**config.mk**
```make
export PLATFORM = sky130hd
export DESIGN_NAME = sieve_ctrl
export DESIGN_NICKNAME = d
export VERILOG_FILES = /design/src/rtl/sieve_pkg.sv /design/src/rtl/sieve_ram_mux.sv /design/src/rtl/sieve_ctrl.sv
export SDC_FILE = /design/constraint.sdc
export NUM_CORES = 1
export LEC_CHECK = 0
export CAP_MARGIN = 20
export CORE_MARGIN = 10
export CORE_UTILIZATION = 45
export CTS_CLUSTER_SIZE = 14
export DETAILED_ROUTE_END_ITERATION = 7
export PLACE_DENSITY = 0.85
export SYNTH_ARGS = -nofsm -noshare
export SYNTH_HDL_FRONTEND = slang
export SYNTH_SLANG_ARGS = --single-unit
```
**constraint.sdc**
```tcl
create_clock -name clk -period 5 [get_ports clk]
set_clock_uncertainty 0.15 [all_clocks]
set_input_delay 0.75 -clock clk [delete_from_list [all_inputs] [get_ports clk]]
set_output_delay 0.75 -clock clk [all_outputs]
set_load 0.01 [all_outputs]
```
**src/rtl/sieve_pkg.sv**
```systemverilog
// Shared state encodings and constants for the prime-sieve sequencer.
package sieve_pkg;

    typedef logic [2:0] state_t;

    localparam state_t S_IDLE     = 3'd0;
    localparam state_t S_CLEAR    = 3'd1;
    localparam state_t S_SIEVE    = 3'd2;
    localparam state_t S_SCAN_RD  = 3'd3;
    localparam state_t S_SCAN_CHK = 3'd4;
    localparam state_t S_EMIT     = 3'd5;
    localparam state_t S_DONE     = 3'd6;

    localparam int FIRST_CANDIDATE = 2;
    localparam int UNMARKED        = 0;

endpackage

```
**src/rtl/sieve_ram_mux.sv**
```systemverilog
// RAM-port owner mux: the sieve engine drives the RAM only while in SIEVE.
module sieve_ram_mux
    import sieve_pkg::*;
#(
    parameter int ADDR = 8,
    parameter int DATA = 8
) (
    input  state_t            state,
    input  logic [ADDR-1:0]   sieve_addr,
    input  logic              sieve_wr,
    input  logic [DATA-1:0]   sieve_dout,
    input  logic [ADDR-1:0]   ctrl_addr,
    input  logic              ctrl_wr,
    input  logic [DATA-1:0]   ctrl_din,
    output logic [ADDR-1:0]   ram_addr,
    output logic              ram_wr,
    output logic [DATA-1:0]   ram_din
);

    logic own;

    assign own      = (state == S_SIEVE);
    assign ram_addr = own ? sieve_addr : ctrl_addr;
    assign ram_wr   = own ? sieve_wr   : ctrl_wr;
    assign ram_din  = own ? sieve_dout : ctrl_din;

endmodule

```
**src/rtl/sieve_ctrl.sv**
```systemverilog
// Prime-sieve sequencer: clears RAM, runs the sieve engine, then streams
// every unmarked address >= 2 as a prime over a valid/ready port.
module sieve_ctrl
    import sieve_pkg::*;
#(
    parameter int ADDR = 8,
    parameter int DATA = 8
) (
    input  logic              clk,
    input  logic              rst,
    input  logic              start,
    output logic              busy,
    output logic              done,
    output logic              sieve_rst,
    input  logic [ADDR-1:0]   sieve_addr,
    input  logic              sieve_wr,
    input  logic [DATA-1:0]   sieve_dout,
    output logic [DATA-1:0]   sieve_din,
    input  logic              sieve_done,
    output logic [ADDR-1:0]   ram_addr,
    output logic              ram_wr,
    output logic [DATA-1:0]   ram_din,
    input  logic [DATA-1:0]   ram_dout,
    output logic [ADDR-1:0]   prime,
    output logic              prime_valid,
    input  logic              prime_ready,
    output logic [ADDR-1:0]   prime_count
);

    localparam logic [ADDR-1:0] LAST  = {ADDR{1'b1}};
    localparam logic [ADDR-1:0] FIRST = ADDR'(FIRST_CANDIDATE);

    state_t          state;
    logic [ADDR-1:0] ptr;
    logic            ptr_last;
    logic            unmarked;

    assign ptr_last    = (ptr == LAST);
    assign unmarked    = (ram_dout == DATA'(UNMARKED));
    assign sieve_rst   = (state != S_SIEVE);
    assign sieve_din   = ram_dout;
    assign prime_valid = (state == S_EMIT);

    // Controller always addresses the RAM through ptr; only CLEAR writes.
    sieve_ram_mux #(
        .ADDR (ADDR),
        .DATA (DATA)
    ) u_mux (
        .state      (state),
        .sieve_addr (sieve_addr),
        .sieve_wr   (sieve_wr),
        .sieve_dout (sieve_dout),
        .ctrl_addr  (ptr),
        .ctrl_wr    (state == S_CLEAR),
        .ctrl_din   ('0),
        .ram_addr   (ram_addr),
        .ram_wr     (ram_wr),
        .ram_din    (ram_din)
    );

    always_ff @(posedge clk) begin
        if (rst) begin
            state       <= S_IDLE;
            ptr         <= '0;
            prime       <= '0;
            prime_count <= '0;
            busy        <= 1'b0;
            done        <= 1'b0;
        end else begin
            case (state)
                S_IDLE, S_DONE: begin
                    if (start) begin
                        ptr         <= '0;
                        prime_count <= '0;
                        done        <= 1'b0;
                        busy        <= 1'b1;
                        state       <= S_CLEAR;
                    end
                end
                S_CLEAR: begin
                    if (ptr_last) begin
                        state <= S_SIEVE;
                    end else begin
                        ptr <= ptr + 1'b1;
                    end
                end
                S_SIEVE: begin
                    if (sieve_done) begin
                        ptr   <= FIRST;
                        state <= S_SCAN_RD;
                    end
                end
                S_SCAN_RD: begin
                    state <= S_SCAN_CHK;
                end
                S_SCAN_CHK: begin
                    if (unmarked) begin
                        prime <= ptr;
                        state <= S_EMIT;
                    end else if (ptr_last) begin
                        busy  <= 1'b0;
                        done  <= 1'b1;
                        state <= S_DONE;
                    end else begin
                        ptr   <= ptr + 1'b1;
                        state <= S_SCAN_RD;
                    end
                end
                S_EMIT: begin
                    if (prime_ready) begin
                        prime_count <= prime_count + 1'b1;
                        if (ptr_last) begin
                            busy  <= 1'b0;
                            done  <= 1'b1;
                            state <= S_DONE;
                        end else begin
                            ptr   <= ptr + 1'b1;
                            state <= S_SCAN_RD;
                        end
                    end
                end
                default: begin
                    state <= S_IDLE;
                end
            endcase
        end
    end

endmodule

```
# Word level (Yosys, flattened, before mapping)
# Cells that the tools add are included.
# word_totals
reg_bits	29
wordCells	60
# classes
addsub	2
eq_ne	13
mux	28
n_reduce_logical	11
# ops
op	count
8-bit two-way mux	8
8-bit case mux with 5 select lines	1
3-bit two-way mux	6
3-bit case mux with 6 select lines	1
8-bit by 1-bit adder with 8-bit output, second input constant	2
8-bit case mux with 2 select lines	1
3-bit == test, second input constant	3
1-bit two-way mux	9
8-bit == test, second input constant	1
8-bit zero test	1
2-bit != test, second input constant	4
4-bit AND reduction	2
3-bit by 2-bit == test with 1-bit output, second input constant	2
1-bit case mux with 3 select lines	2
5-bit AND reduction	1
5-bit nonzero test	1
3-bit by 1-bit == test with 1-bit output, second input constant	1
3-bit zero test	1
3-bit by 2-bit != test with 1-bit output, second input constant	1
3-bit AND reduction	1
3-bit nonzero test	1
2-bit by 1-bit != test with 1-bit output, second input constant	1
2-bit AND reduction	1
2-bit nonzero test	1
2-bit OR reduction	1

# Logic depth before layout (Yosys ltp)
# logic_depth
word_depth	4
ltp_mapped	7

# Hierarchy
# From an unflattened synthesis, not the netlist that was laid out.
# hier_totals
hier_cells	201
area_unflattened_um2	1769.2
# modules_own_cells
mod	instances	cells_each	area_per_inst_um2
sieve_ctrl	1	182	1544.0
sieve_ram_mux	1	19	225.2

# Worst setup path before layout
# OpenSTA, ideal clock, no wires.
# synth_timing
kind	flip-flop to output port
start	register state[2]
end	output port ram_addr[5]
arrival_time_ps	1484
slack_ps	2616
stages_incl_launch_ff	5
path_buffers	2
path_cell_list	dfxtp_1 -> buf_4 -> nor3b_2 -> buf_2 -> mux2_2
# synth_between
elab_chain_cells	2
# synth_lines
item	line	source
start: declaration	sieve_ctrl.sv:33	state_t state;
start signal: assignment	sieve_ctrl.sv:63	state <= S_IDLE;
start signal: assignment	sieve_ctrl.sv:77	state <= S_CLEAR;
start signal: assignment	sieve_ctrl.sv:82	state <= S_SIEVE;
3-bit by 2-bit == test with 1-bit output	sieve_ram_mux.sv:22	assign own = (state == S_SIEVE);
8-bit two-way mux	sieve_ram_mux.sv:23	assign ram_addr = own ? sieve_addr : ctrl_addr;
end: declaration	sieve_ctrl.sv:20	output logic [ADDR-1:0] ram_addr,
# Every way passes these cells.

# Final worst setup path
# layout_timing
start	register state[1]
end	output port ram_addr[2]
# Same word-level chain as after synthesis.

==> impl_metrics.py <==
metrics = {
    "clocking": {
        "post_cts_buffers": 0,
        "cts_tree": "built",
        "root_buffer": "clkbuf_8",
        "cts.sink_count": 29,
        "cts-htree-levels": 2,
        "cts_buffer_depth": 2,
        "post_cts_resized": 0,
        "clk_latency_ps": 280,
        "cts_hold_buffers": 0,
        "cts_buffers": 5,
        "clk_pin_slew_ps": 60,
    },
    "sta": {
        "rsz0062_at_grt": "false",
        "fin_crit_sh_pct": 71.03,
        "tightest_slew_ps": 1004,
        "setup_viol": 0,
        "fmax_mhz": 281.6,
        "hold_violations": 0,
        "fin_crit_ps": 3551,
        "fin_hold_ws_ps": 330.2,
        "slew_headroom_pct": 32.75,
        "finalSetupTns_ps": 0,
        "slew_viol_final": 0,
    },
    "setup_path": {
        "cp_slowest_cell": "nor3b_2",
        "crit_start": "state[1]",
        "critPathCaptureType": "output port",
        "crit_type": "reg2out",
        "worstPathArrival_ps": 2650,
        "r2r_setup_slack_ps": 2410,
        "critPathLaunchType": "flop",
        "cp_max_fo": 17,
        "cpPeakStageDelay_ps": 890,
        "r2r_end": "ptr[1]",
        "reg2reg_depth": 5,
        "r2r_start": "state[2]",
        "cp_cell_sequence": "nor3b_2, mux2_2, clkdlybuf4s50_1",
        "critical_path_required_ps": 4100,
    },
    "yosys": {
        "yosysSeqAreaShare_pct": 34.04,
        "synth.mux.area_fraction_pct": 11.81,
        "avgSynthCellArea_sq_um": 8.570,
        "synth-simple-area-share_pct": 26.71,
        "synth.cell_area_sq_um": 1705,
        "synth-xor-area-share_pct": 3.081,
        "synth_edf_count": 0,
        "yosys_warnings": 0,
        "synthArstFlopShare_pct": 0,
        "ys.flop_type": "dfxtp_1",
        "syn_inst": 199,
        "ys_ff_latch": 29,
        "synth_fp_nets": 231,
        "synth_top_family_by_area": "simple AND/OR/NAND/NOR gates",
        "synthAdderAreaFrac_pct": 1.467,
        "ys_types": 47,
        "synth-compound-area-share_pct": 15.26,
    },
    "routing": {
        "drt_first_pass_iters": 4,
        "via_per_inst": 5.461,
        "routedWlPerCell_um": 15.56,
        "vias": 1693,
        "postRouteAntennaNets": 0,
        "totalWireLength_um": 4823,
        "drtIter0Drc": 69,
        "drc_errors": 0,
    },
    "floorplan": {
        "start_util_pct": 46.58,
        "core_sq_um": 3661,
        "die_y_um": 81.56,
        "std_cell_rows": 22,
        "ios": 75,
        "die_w_um": 81.56,
        "die_area_sq_um": 6652,
    },
    "global_routing": {
        "grt_pass1_wl_um": 8114,
        "grt.total_usage_pct": 15.16,
        "overflow": 0,
        "grt_max_degree": 23,
        "antenna_found_initial": 0,
        "grt_pass1_vias": 1676,
    },
    "placed_design": {
        "dp.final_hpwl_um": 3690,
        "port_buffers": 74,
        "postPlaceCellArea_sq_um": 2395,
        "place.gp.congestion": 0.8159,
        "dpl.cell_count": 303,
    },
    "hold_path": {
        "holdPathStages": 2,
        "min_to": "done",
        "min_from": "done",
        "worstHoldPathType": "reg2reg",
    },
    "flow_run": {
        "drv_cap": 0,
    },
    "power": {
        "power_mw": 0.5056,
        "ir_drop_v": 0.0001650,
        "cellLeakagePower_nw": 0.9698,
        "powerDensity_nw_per_um2": 203.8,
    },
    "finish": {
        "fin_cells": 310,
        "fin_area_sq_um": 2481,
        "syn2layout_area_growth_pct": 45.49,
        "diodes": 0,
        "num-nets-final": 294,
        "drive_above_1_share_pct": 8.397,
    },
    "outcome": {
        "status": "completed",
    },
}
-- power breakdown --
part | internal (mW) | switching, mW
logic | 0.0416 | 0.0334
registers | 0.234 | 0.00522
clock network | 0.109 | 0.0828
-- per-layer routing --
| metal | vias to the layer above | global-route usage (%) | wire, um | share of wire, % |
|---|---|---|---|---|
| met5 | - | 0 | 0 | 0 |
| met3 | 7 | 5.786 | 409 | 8.5 |
| li1 | 839 | - | - | - |
| met4 | 0 | 5.190 | 66 | 1.4 |
| met1 | 789 | 17.46 | 1967 | 41 |
| met2 | 58 | 25.20 | 2379 | 49 |
-- critical path, delay by kind of cell, from the launching register on --
kind | cells | cell delay (ps)
multiplexers | 1 | 420
AND/OR/NAND/NOR | 1 | 890
flip-flops | 1 | 570
buffers and inverters | 1 | 480
-- synthesized netlist by cell type (2+ instances only) --
master	n	share of area [%]
buf_2	2	0.59
nand4_1	6	2.2
o211ai_1	3	1.3
mux2_2	9	5.9
nand3_1	7	2.1
ha_1	2	1.5
a31oi_1	2	0.73
dfxtp_1	29	34
clkbuf_1	5	1.1
a21oi_1	9	2.6
and2_1	10	3.7
a31o_1	2	1.0
o21ai_0	7	2.1
and3_1	5	1.8
inv_1	5	1.1
mux2i_1	10	5.9
nor2_1	28	6.2
nor4b_1	2	1.0
and4_1	2	1.0
nor2b_1	2	0.73
buf_4	11	4.8
nor4_1	3	1.1
xor2_1	6	3.1
nand2_1	8	1.8
o21bai_1	2	0.88
-- stage by stage --
stage                     utilization, %  worst slack [ps]
after global placement             65.41              1715
after floorplan                        -              2616
after global routing               67.77              1293
after detailed placement           65.41              1612
final                              67.77              1449
after CTS                          67.77              1401
-- logic make-up after synthesis --
kind of cell               after synthesis
and+or+nand+nor                         84
buffers and inverters                   23
DFF                                     29
AOI/OAI and AO/OA                       36
xor gates and xnor gates                 6
muxes                                   19
adders and majority gates                2
-- worst max path at each step --
| stage | cells after the start | end |
|---|---|---|
| final | 3 | ram_addr[2] |
| after global routing | 3 | ram_addr[2] |
| after CTS | 3 | ram_addr[5] |
| after detailed placement | 6 | ptr[1] |
| after global placement | 6 | ptr[1] |
| after floorplan | 4 | ram_addr[5] |
-- final cells by class --
class | instances | area (sq um)
Sequential cell | 29 | 580.6
Timing Repair Buffer | 74 | 740.7
Fill cell | 321 | 1180
Tap cell | 48 | 60.06
Clock buffer | 7 | 86.33
Multi-Input combinational cell | 147 | 994.7
Inverter | 5 | 18.77
-- registers in the layout, indices dropped and copies added (netlist names) --
register,flops
prime,8
busy,1
done,1
state,3
ptr,8
prime_count,8
-- layout by cell type (no fill, tap or decap), drive strengths merged, types with 3 or more instances in the layout --
| cell type | netlist | layout |
|---|---|---|
| inv | 5 | 5 |
| dfxtp | 29 | 29 |
| nor2 | 28 | 28 |
| o211ai | 4 | 4 |
| nand4 | 6 | 6 |
| nand3 | 8 | 8 |
| clkbuf | 5 | 7 |
| and3 | 5 | 5 |
| o21ai | 8 | 8 |
| a21oi | 9 | 9 |
| and2 | 10 | 10 |
| mux2i | 10 | 10 |
| nand2 | 8 | 8 |
| xor2 | 6 | 6 |
| nor4 | 3 | 3 |
| mux2 | 9 | 9 |
| clkdlybuf4s50 | 0 | 74 |
Power figures use the tool's default switching activity.
